==> src/rtl/ibex_perf_counter_bank.sv <==
// Machine counter/timer bank: mcycle, minstret and NUM_HPM mhpmcounters, each with
// a sticky overflow flag, plus mhpmevent selectors and mcountinhibit.
module ibex_perf_counter_bank #(
    parameter int NUM_HPM       = 8,
    parameter int COUNTER_WIDTH = 40,
    parameter int NUM_EVENTS    = 16
) (
    input  logic                  clk_i,
    input  logic                  rst_i,
    input  logic                  csr_access_i,
    input  logic [11:0]           csr_addr_i,
    input  logic [1:0]            csr_op_i,
    input  logic [31:0]           csr_wdata_i,
    output logic [31:0]           csr_rdata_o,
    output logic                  csr_hit_o,
    input  logic                  instr_ret_i,
    input  logic [NUM_EVENTS-1:0] event_i,
    input  logic                  count_stop_i,
    input  logic                  ovf_irq_en_i,
    output logic [NUM_HPM+2:0]    ovf_o,
    output logic                  ovf_irq_o
);

    localparam int NC = NUM_HPM + 3;
    localparam int W  = COUNTER_WIDTH;
    localparam logic [W-1:0]  CNT_ONE  = W'(1);
    localparam logic [NC-1:0] INH_MASK = ~(NC'(2));

    typedef enum logic [1:0] {
        CSR_OP_READ  = 2'd0,
        CSR_OP_WRITE = 2'd1,
        CSR_OP_SET   = 2'd2,
        CSR_OP_CLEAR = 2'd3
    } csr_op_e;

    csr_op_e               op;
    logic [W-1:0]          cnt [NC];
    logic [NUM_EVENTS-1:0] evt [NC];
    logic [NC-1:0]         inhibit;
    logic [NC-1:0]         ovf_q;
    logic [NC-1:0]         inc;
    logic [NC-1:0]         wr_lo;
    logic [NC-1:0]         wr_hi;
    logic [NC-1:0]         wr_evt;
    logic                  wr_inh;
    logic                  wr;
    logic                  in_mc;
    logic                  in_lo;
    logic                  in_hi;
    logic [31:0]           old_val;
    logic [31:0]           new_val;
    logic [63:0]           cnt_ext;

    assign op = csr_op_e'(csr_op_i);

    // Index 1 (the time slot) is never selected, so it reads 0 and drops writes.
    always_comb begin
        in_mc   = (csr_addr_i[11:5] == 7'h19);
        in_lo   = (csr_addr_i[11:5] == 7'h58);
        in_hi   = (csr_addr_i[11:5] == 7'h5C);
        wr      = csr_access_i && (op != CSR_OP_READ);
        wr_inh  = wr && in_mc && (csr_addr_i[4:0] == 5'd0);
        old_val = '0;
        cnt_ext = '0;
        wr_lo   = '0;
        wr_hi   = '0;
        wr_evt  = '0;
        if (in_mc && (csr_addr_i[4:0] == 5'd0)) begin
            old_val = 32'(inhibit);
        end
        for (int k = 0; k < NC; k++) begin
            if (csr_addr_i[4:0] == 5'(k)) begin
                if (k >= 3 && in_mc) begin
                    old_val   = 32'(evt[k]);
                    wr_evt[k] = wr;
                end
                if (k != 1 && (in_lo || in_hi)) begin
                    cnt_ext  = 64'(cnt[k]);
                    old_val  = in_lo ? cnt_ext[31:0] : cnt_ext[63:32];
                    wr_lo[k] = wr && in_lo;
                    wr_hi[k] = wr && in_hi;
                end
            end
        end
    end

    always_comb begin
        new_val = old_val;
        case (op)
            CSR_OP_WRITE: new_val = csr_wdata_i;
            CSR_OP_SET:   new_val = old_val | csr_wdata_i;
            CSR_OP_CLEAR: new_val = old_val & ~csr_wdata_i;
            default:      new_val = old_val;
        endcase
    end

    always_comb begin
        inc = '0;
        for (int k = 0; k < NC; k++) begin
            if (k == 0) begin
                inc[k] = 1'b1;
            end else if (k == 2) begin
                inc[k] = instr_ret_i;
            end else if (k >= 3) begin
                inc[k] = |(event_i & evt[k]);
            end
            inc[k] = inc[k] && !inhibit[k] && !count_stop_i;
        end
    end

    assign csr_hit_o   = in_mc || in_lo || in_hi;
    assign csr_rdata_o = csr_access_i ? old_val : 32'd0;
    assign ovf_o       = ovf_q;
    assign ovf_irq_o   = ovf_irq_en_i && (|ovf_q);

    // A write to either half suppresses the whole counter's increment and its
    // overflow, so a half-write never sees a carry from the other half.
    always_ff @(posedge clk_i or posedge rst_i) begin
        if (rst_i) begin
            inhibit <= '0;
            ovf_q   <= '0;
            for (int k = 0; k < NC; k++) begin
                cnt[k] <= '0;
                evt[k] <= '0;
            end
        end else begin
            if (wr_inh) begin
                inhibit <= new_val[NC-1:0] & INH_MASK;
            end
            for (int k = 0; k < NC; k++) begin
                if (wr_evt[k]) begin
                    evt[k] <= new_val[NUM_EVENTS-1:0];
                end
                if (wr_lo[k] || wr_hi[k]) begin
                    if (wr_lo[k]) begin
                        cnt[k][31:0] <= new_val;
                    end
                    if (wr_hi[k]) begin
                        cnt[k][W-1:32] <= new_val[W-33:0];
                    end
                    ovf_q[k] <= 1'b0;
                end else if (inc[k]) begin
                    cnt[k] <= cnt[k] + CNT_ONE;
                    if (&cnt[k]) begin
                        ovf_q[k] <= 1'b1;
                    end
                end
            end
        end
    end

endmodule

==> config.mk <==
export PLATFORM = sky130hd
export DESIGN_NAME = ibex_perf_counter_bank
export DESIGN_NICKNAME = d
export VERILOG_FILES = /design/src/rtl/ibex_perf_counter_bank.sv
export SDC_FILE = /design/constraint.sdc
export NUM_CORES = 2
export LEC_CHECK = 0
export BUFFER_PORTS_ARGS = -buffer_cell sky130_fd_sc_hd__buf_4
export CORE_MARGIN = 10
export CORE_UTILIZATION = 35
export DETAILED_ROUTE_END_ITERATION = 6
export PLACE_DENSITY = 0.55
export SYNTH_ARGS = -nofsm -noshare
export SYNTH_HDL_FRONTEND = slang
export SYNTH_SLANG_ARGS = --single-unit
==> constraint.sdc <==
create_clock -name clk_i -period 19 [get_ports clk_i]
set_clock_uncertainty 0.2 [all_clocks]
set_input_delay 0.95 -clock clk_i [delete_from_list [all_inputs] [get_ports clk_i]]
set_output_delay 0.95 -clock clk_i [all_outputs]
set_load 0.02 [all_outputs]
# [Word level (Yosys, flattened, before mapping)]
# Cells that the tools add are included.
[word_totals] regBits=548 in_bits=68
[op_classes] n_reduce_logical=121 bitwise=11 add_sub_neg=10 n_mux=142 eq_ne=35
[op_table] cell="$mux 32" count=49
[op_table] cell="$mux 40" count=20
[op_table] cell="$add 40x1->40 const B" count=10
[op_table] cell="$reduce_and 40->1" count=10
[op_table] cell="$and 16x16->16" count=8
[op_table] cell="$reduce_or 16->1" count=8
[op_table] cell="$pmux 32 s3" count=1
[op_table] cell="$mux 8" count=10
[op_table] cell="$mux 1" count=61
[op_table] cell="$reduce_and 2->1" count=30
[op_table] cell="$reduce_bool 2->1" count=21
[op_table] cell="$ne 2x2->1 const B" count=20
[op_table] cell="$and 32x32->32" count=1
[op_table] cell="$not 32->32" count=1
[op_table] cell="$or 32x32->32" count=1
[op_table] cell="$logic_and 1x1->1" count=26
[op_table] cell="$eq 5x3->1 const B" count=4
[op_table] cell="$eq 5x4->1 const B" count=3
[op_table] cell="$eq 7x7->1 const B" count=2
[op_table] cell="$logic_or 1x1->1" count=13
[op_table] cell="$logic_not 1->1" count=11
[op_table] cell="$mux 11" count=1
[op_table] cell="$eq 5x2->1 const B" count=2
[op_table] cell="$reduce_or 10->1" count=1
[op_table] cell="other kinds (4)" count=5

# [Longest topological paths before layout]
[logic_depth] word_depth=35 mapped_depth=15

# [Worst setup path before layout]
# Ideal clock, no wire load.
[synth_path] path_type="input port to output port" from="input port csr_addr_i[7]" to="output port csr_rdata_o[14]" arrival_time_ns=3.124 stages=14 path_slack_ns=14.726 path_cell_list="buf_4 -> buf_6 -> buf_6 -> buf_4 -> buf_4 -> buf_2 -> clkbuf_1 -> nor4b_1 -> a21oi_1 -> o22ai_1 -> nor2_1 -> a21oi_1 -> nor2b_1 -> nor2_1"
[synth_via] elab_chain_len=31 elab_cells_between_ends=43 cone_classes="eq/ne: 3; mux: 39; reduce/logical: 1"
[synth_lines] element="from (decl)" line_no="11" source="input logic [11:0] csr_addr_i,"
[synth_lines] element="$eq 7x7->1 (on tied branches)" line_no="59, 60"
[synth_lines] element="$mux 32 / $logic_or 1x1->1 (equally long branches)" line_no="79, 77"
[synth_lines] element="$mux 32" line_no="77" source="if (k != 1 && (in_lo || in_hi)) begin"
[synth_lines] element="$mux 32" line_no="72" source="if (csr_addr_i[4:0] == 5'(k)) begin"
[synth_lines] element="$mux 32" line_no="77"
[synth_lines] element="$mux 32" line_no="72"
[synth_lines] element="$mux 32" line_no="73" source="if (k >= 3 && in_mc) begin"
[synth_lines] element="$mux 32" line_no="77"
[synth_lines] element="[... 15 more ...]"
[synth_lines] element="$mux 32" line_no="72"
[synth_lines] element="$mux 32" line_no="73"
[synth_lines] element="$mux 32" line_no="77"
[synth_lines] element="$mux 32" line_no="72"
[synth_lines] element="$mux 32" line_no="73"
[synth_lines] element="$mux 32" line_no="77"
[synth_lines] element="$mux 32 (*)" line_no="72"
[synth_lines] element="$mux 32 (*)" line_no="112" source="assign csr_rdata_o = csr_access_i ? old_val : 32'd0;"
[synth_lines] element="to (decl)" line_no="14" source="output logic [31:0] csr_rdata_o,"
# Mark *: on every way between the ends. The rest lies on a longest branch, timed or not.

# [Worst setup path after layout]
[layout_path] from="input port csr_addr_i[7]" to="output port csr_rdata_o[9]"
[layout_via] elab_chain_len=32 elab_cells_between_ends=45 cone_classes="eq/ne: 3; mux: 40; reduce/logical: 2"
[layout_lines] element="$eq 7x5->1" line_no="58" source="in_mc = (csr_addr_i[11:5] == 7'h19);"
[layout_lines] element="$logic_and 1x1->1" line_no="68" source="if (in_mc && (csr_addr_i[4:0] == 5'd0)) begin"
[layout_lines] element="$mux 11" line_no="68"
[layout_lines] element="$mux 32" line_no="77"
[layout_lines] element="$mux 32" line_no="72"
[layout_lines] element="$mux 32" line_no="77"
[layout_lines] element="$mux 32" line_no="72"
[layout_lines] element="$mux 32" line_no="73"
[layout_lines] element="[... 16 more ...]"
[layout_lines] element="$mux 32" line_no="72"
[layout_lines] element="$mux 32" line_no="73"
[layout_lines] element="$mux 32" line_no="77"
[layout_lines] element="$mux 32" line_no="72"
[layout_lines] element="$mux 32" line_no="73"
[layout_lines] element="$mux 32" line_no="77"
[layout_lines] element="$mux 32 (*)" line_no="72"
[layout_lines] element="$mux 32 (*)" line_no="112"
# Marks and branches as above.

==> impl_metrics.csv <==
group,metric,value,unit
final_layout,final_cell_mix,"600 x nand2_1, 548 x dfrtp_1, 524 x a21oi_1, 516 x o21ai_0, 314 x nor2_1",
route,wl_per_cell,35.3,um
power,peakVddDrop,57.5,uV
run,maxCapViolations,0,
grt,grt_pass1_wl,298000,um
logic_synthesis,yosysSeqAreaShare,0.370,
timing,fmax,0.162,GHz
clock_tree,clock_latency,0.66,ns
logic_synthesis,synth_ff_type,"dfrtp_1",
clock_tree,cts_hold_buffers,0,
grt,grt.met2_usage,0.493,
clock_tree,cts_resized,0,
final_layout,final_nets,4718,
route,drc,2,
logic_synthesis,syn_area_per_cell,7.88,um2
logic_synthesis,ys_ff_latch,548,
logic_synthesis,synthDistinctLibCells,107,
grt,gr-total-overflow,0,
logic_synthesis,async_reset_ff_frac,1.00,
logic_synthesis,synthesis.area,0.0370,mm2
final_layout,final_common_cell,"nand2_1",
final_layout,nFillCells,10900,
clock_tree,cts.clk_slew.worst_paths,0.05,ns
die,die_h,345,um
worst_setup_path,critPathArrivalTime,5.03,ns
logic_synthesis,yosysTopAreaCellShare,0.370,
worst_setup_path,reg2regPathDepth,9,
logic_synthesis,synth_top_family_by_area,"compound AO/OA/AOI/OAI gates",
power,p_leak,15.7,nW
logic_synthesis,syn_nets,4776,
worst_setup_path,critPathRequiredTime,17.85,ns
worst_setup_path,crit_start,"csr_addr_i[7]",
timing,post-route-period-util,0.325,
route,drt_iter0_markers,7099,
worst_setup_path,worst_path_most_repeated_cell,"buf_4",
grt,grt_start_max_net_pins,154,
run_status,violations,"DRC",
placement,port_buffers,111,
run_status,outcome,"finished with violations",
grt,first_global_vias,37700,
grt,grt_busiest_layer,"met2",
clock_tree,cts.sinks,548,
power,power_density,69.6,mW/mm2
worst_setup_path,critical_path_peak_fanout,45,
clock_tree,cts_tree,"yes",
logic_synthesis,synth_cells,4698,
clock_tree,htreeDepth,3,
placement,hpwl,153000,um
clock_tree,postCtsSetupRepairBufs,0,
logic_synthesis,synth_edf_count,0,
logic_synthesis,synth_xor_area_frac,0.00686,
route,drtAntennaViolNets,0,
die,io_pins,113,
route,first_pass_iters,7,
die,die_x,345,um
power,power,0.00288,W
timing,hold_viol,0,
grt,antenna_found_initial,19,
worst_setup_path,cp_slowest_cell,"a221oi_1",
logic_synthesis,synth_compound_area_frac,0.302,
clock_tree,cts_buffers,70,
logic_synthesis,yosysWarningCount,0,
die,rows,119,
timing,slew_headroom,0.128,
worst_setup_path,cp_cell_sequence,"buf_4 > buf_4 > buf_4 > nor2b_1 > o22ai_1 > a31oi_1 > or4_1 > a221oi_1 > nor2_1 > buf_4",
route,via_count,41900,
timing,slew_viol_final,0,
logic_synthesis,synth_fa_ha_area_frac,0.00338,
timing,fin_crit,6.18,ns
worst_setup_path,r2r_setup_slack,14.68,ns
route,vias_per_cell,6.88,
timing,worst_slew_pin_slew,1.30,ns
grt,gr-usage-met3,0.101,
route,wl,215000,um
worst_setup_path,start_kind,"input pin",
logic_synthesis,synthMuxAreaShare,0.0244,
placement,gp_congestion,1.04,
worst_setup_path,end_kind,"output port",
die,start_util,0.352,
worst_setup_path,reg2reg_from,"cnt[322]$_DFFE_PP0P_",
die,core-area,0.105,mm2
logic_synthesis,synth_area_leader_cell,"dfrtp_1",
worst_setup_path,cpPeakStageDelay,1.01,ns
grt,met1_usage,0.446,
die,die-area,0.119,mm2
logic_synthesis,yosys.area_share.simple,0.242,
worst_setup_path,critPathKind,"input pin to output port",
logic_synthesis,synth_area_leaders,"dfrtp_1 37%, a21oi_1 7.1%, o21ai_0 7.0%",
timing,finalSetupTns,0,ns
final_layout,area_growth,11.6,%
hold_path,hold_class,"input pin to asynchronous set/reset pin",
worst_setup_path,r2r_end,"cnt[114]$_DFFE_PP0P_",
final_layout,drive_above_1_share,0.105,
grt,track_usage,0.341,
clock_tree,root_buffer,"clkbuf_16",
clock_tree,clockBufferDepth,3,
timing,setup_viol,0,
timing,rsz0062_at_grt,"no",
synth_stat cells (83+ instances only):
cell and instances:
nand2_1 602, dfrtp_1 548, a21oi_1 526, o21ai_0 519
nor2_1 332, clkbuf_1 227, nand3_1 204, o22ai_1 116
and3_1 115, nor3_1 104, a22oi_1 93, buf_2 88
nand4_1 83
worst max-delay path by stage:
stage	end	slack (ns)	cells past startpoint
detailed placement	cnt[276]$_DFFE_PP0P_	12.85	10
floorplan	cnt[0]$_DFFE_PP0P_	2.53	1
finish	csr_rdata_o[9]	12.82	10
global placement	cnt[204]$_DFFE_PP0P_	12.83	10
CTS	csr_rdata_o[9]	13.16	10
global route	csr_rdata_o[9]	12.98	10
logic make-up (layout without fill, tap and decap cells):
kind of cell,count (synthesis),count (layout)
adder cells (fa/ha/maj),10,10
AO/OA/AOI/OAI,1799,1799
buffers and inverters,423,412
other,1,9
flip-flops,548,548
multiplexers,85,85
AND/OR/NAND/NOR,1803,1803
XOR/XNOR,29,29
final cells by class:
cell class	count	area, um2	area share
clock buffers	97	1970	0.0478
multi-input cells	3727	21600	0.523
inverters	56	218	0.00527
clock inverters	22	254	0.00615
diodes	8	20.0	0.000485
repair buffers	237	1790	0.0434
flip-flops and latches	548	13700	0.332
well taps	1391	1740	0.0421
metrics by stage:
step                      hold WS, ns  instance area, um2   util  setup WS [ns]  instances
after floorplan                 0.265               37000      -           2.53       4698
after global placement          0.289               39100  0.372          12.83       5959
after detailed placement        0.302               39100  0.372          12.85       5959
after CTS                       0.227               41300  0.393          13.16       6078
after global routing            0.254               41300  0.393          12.98       6078
final                           0.204               41300  0.393          12.82       6086
worst max-delay path, delay by kind of cell:
family / cells / cell delay [ns]
simple gates: 3 / 0.79
compound gates: 3 / 1.33
buf+inv: 4 / 1.87
registers in the layout, indices dropped and copies added (netlist names):
name	count
ovf_o	10
evt	128
inhibit	10
cnt	400
routing by layer:
metal  routed length [um]  up-vias
met5                  124        -
met4                15100       18
met3                26600      650
met2                89000     3040
met1                83700    20500
li1                     -    17700
power by group:
group	internal (W)	switching, W	leakage, nW
clock network	0.000791	0.000569	1.08
logic	0.0000628	0.000225	7.19
registers	0.00119	0.0000411	7.42
No activity file was read; power rests on OpenSTA's default activity.
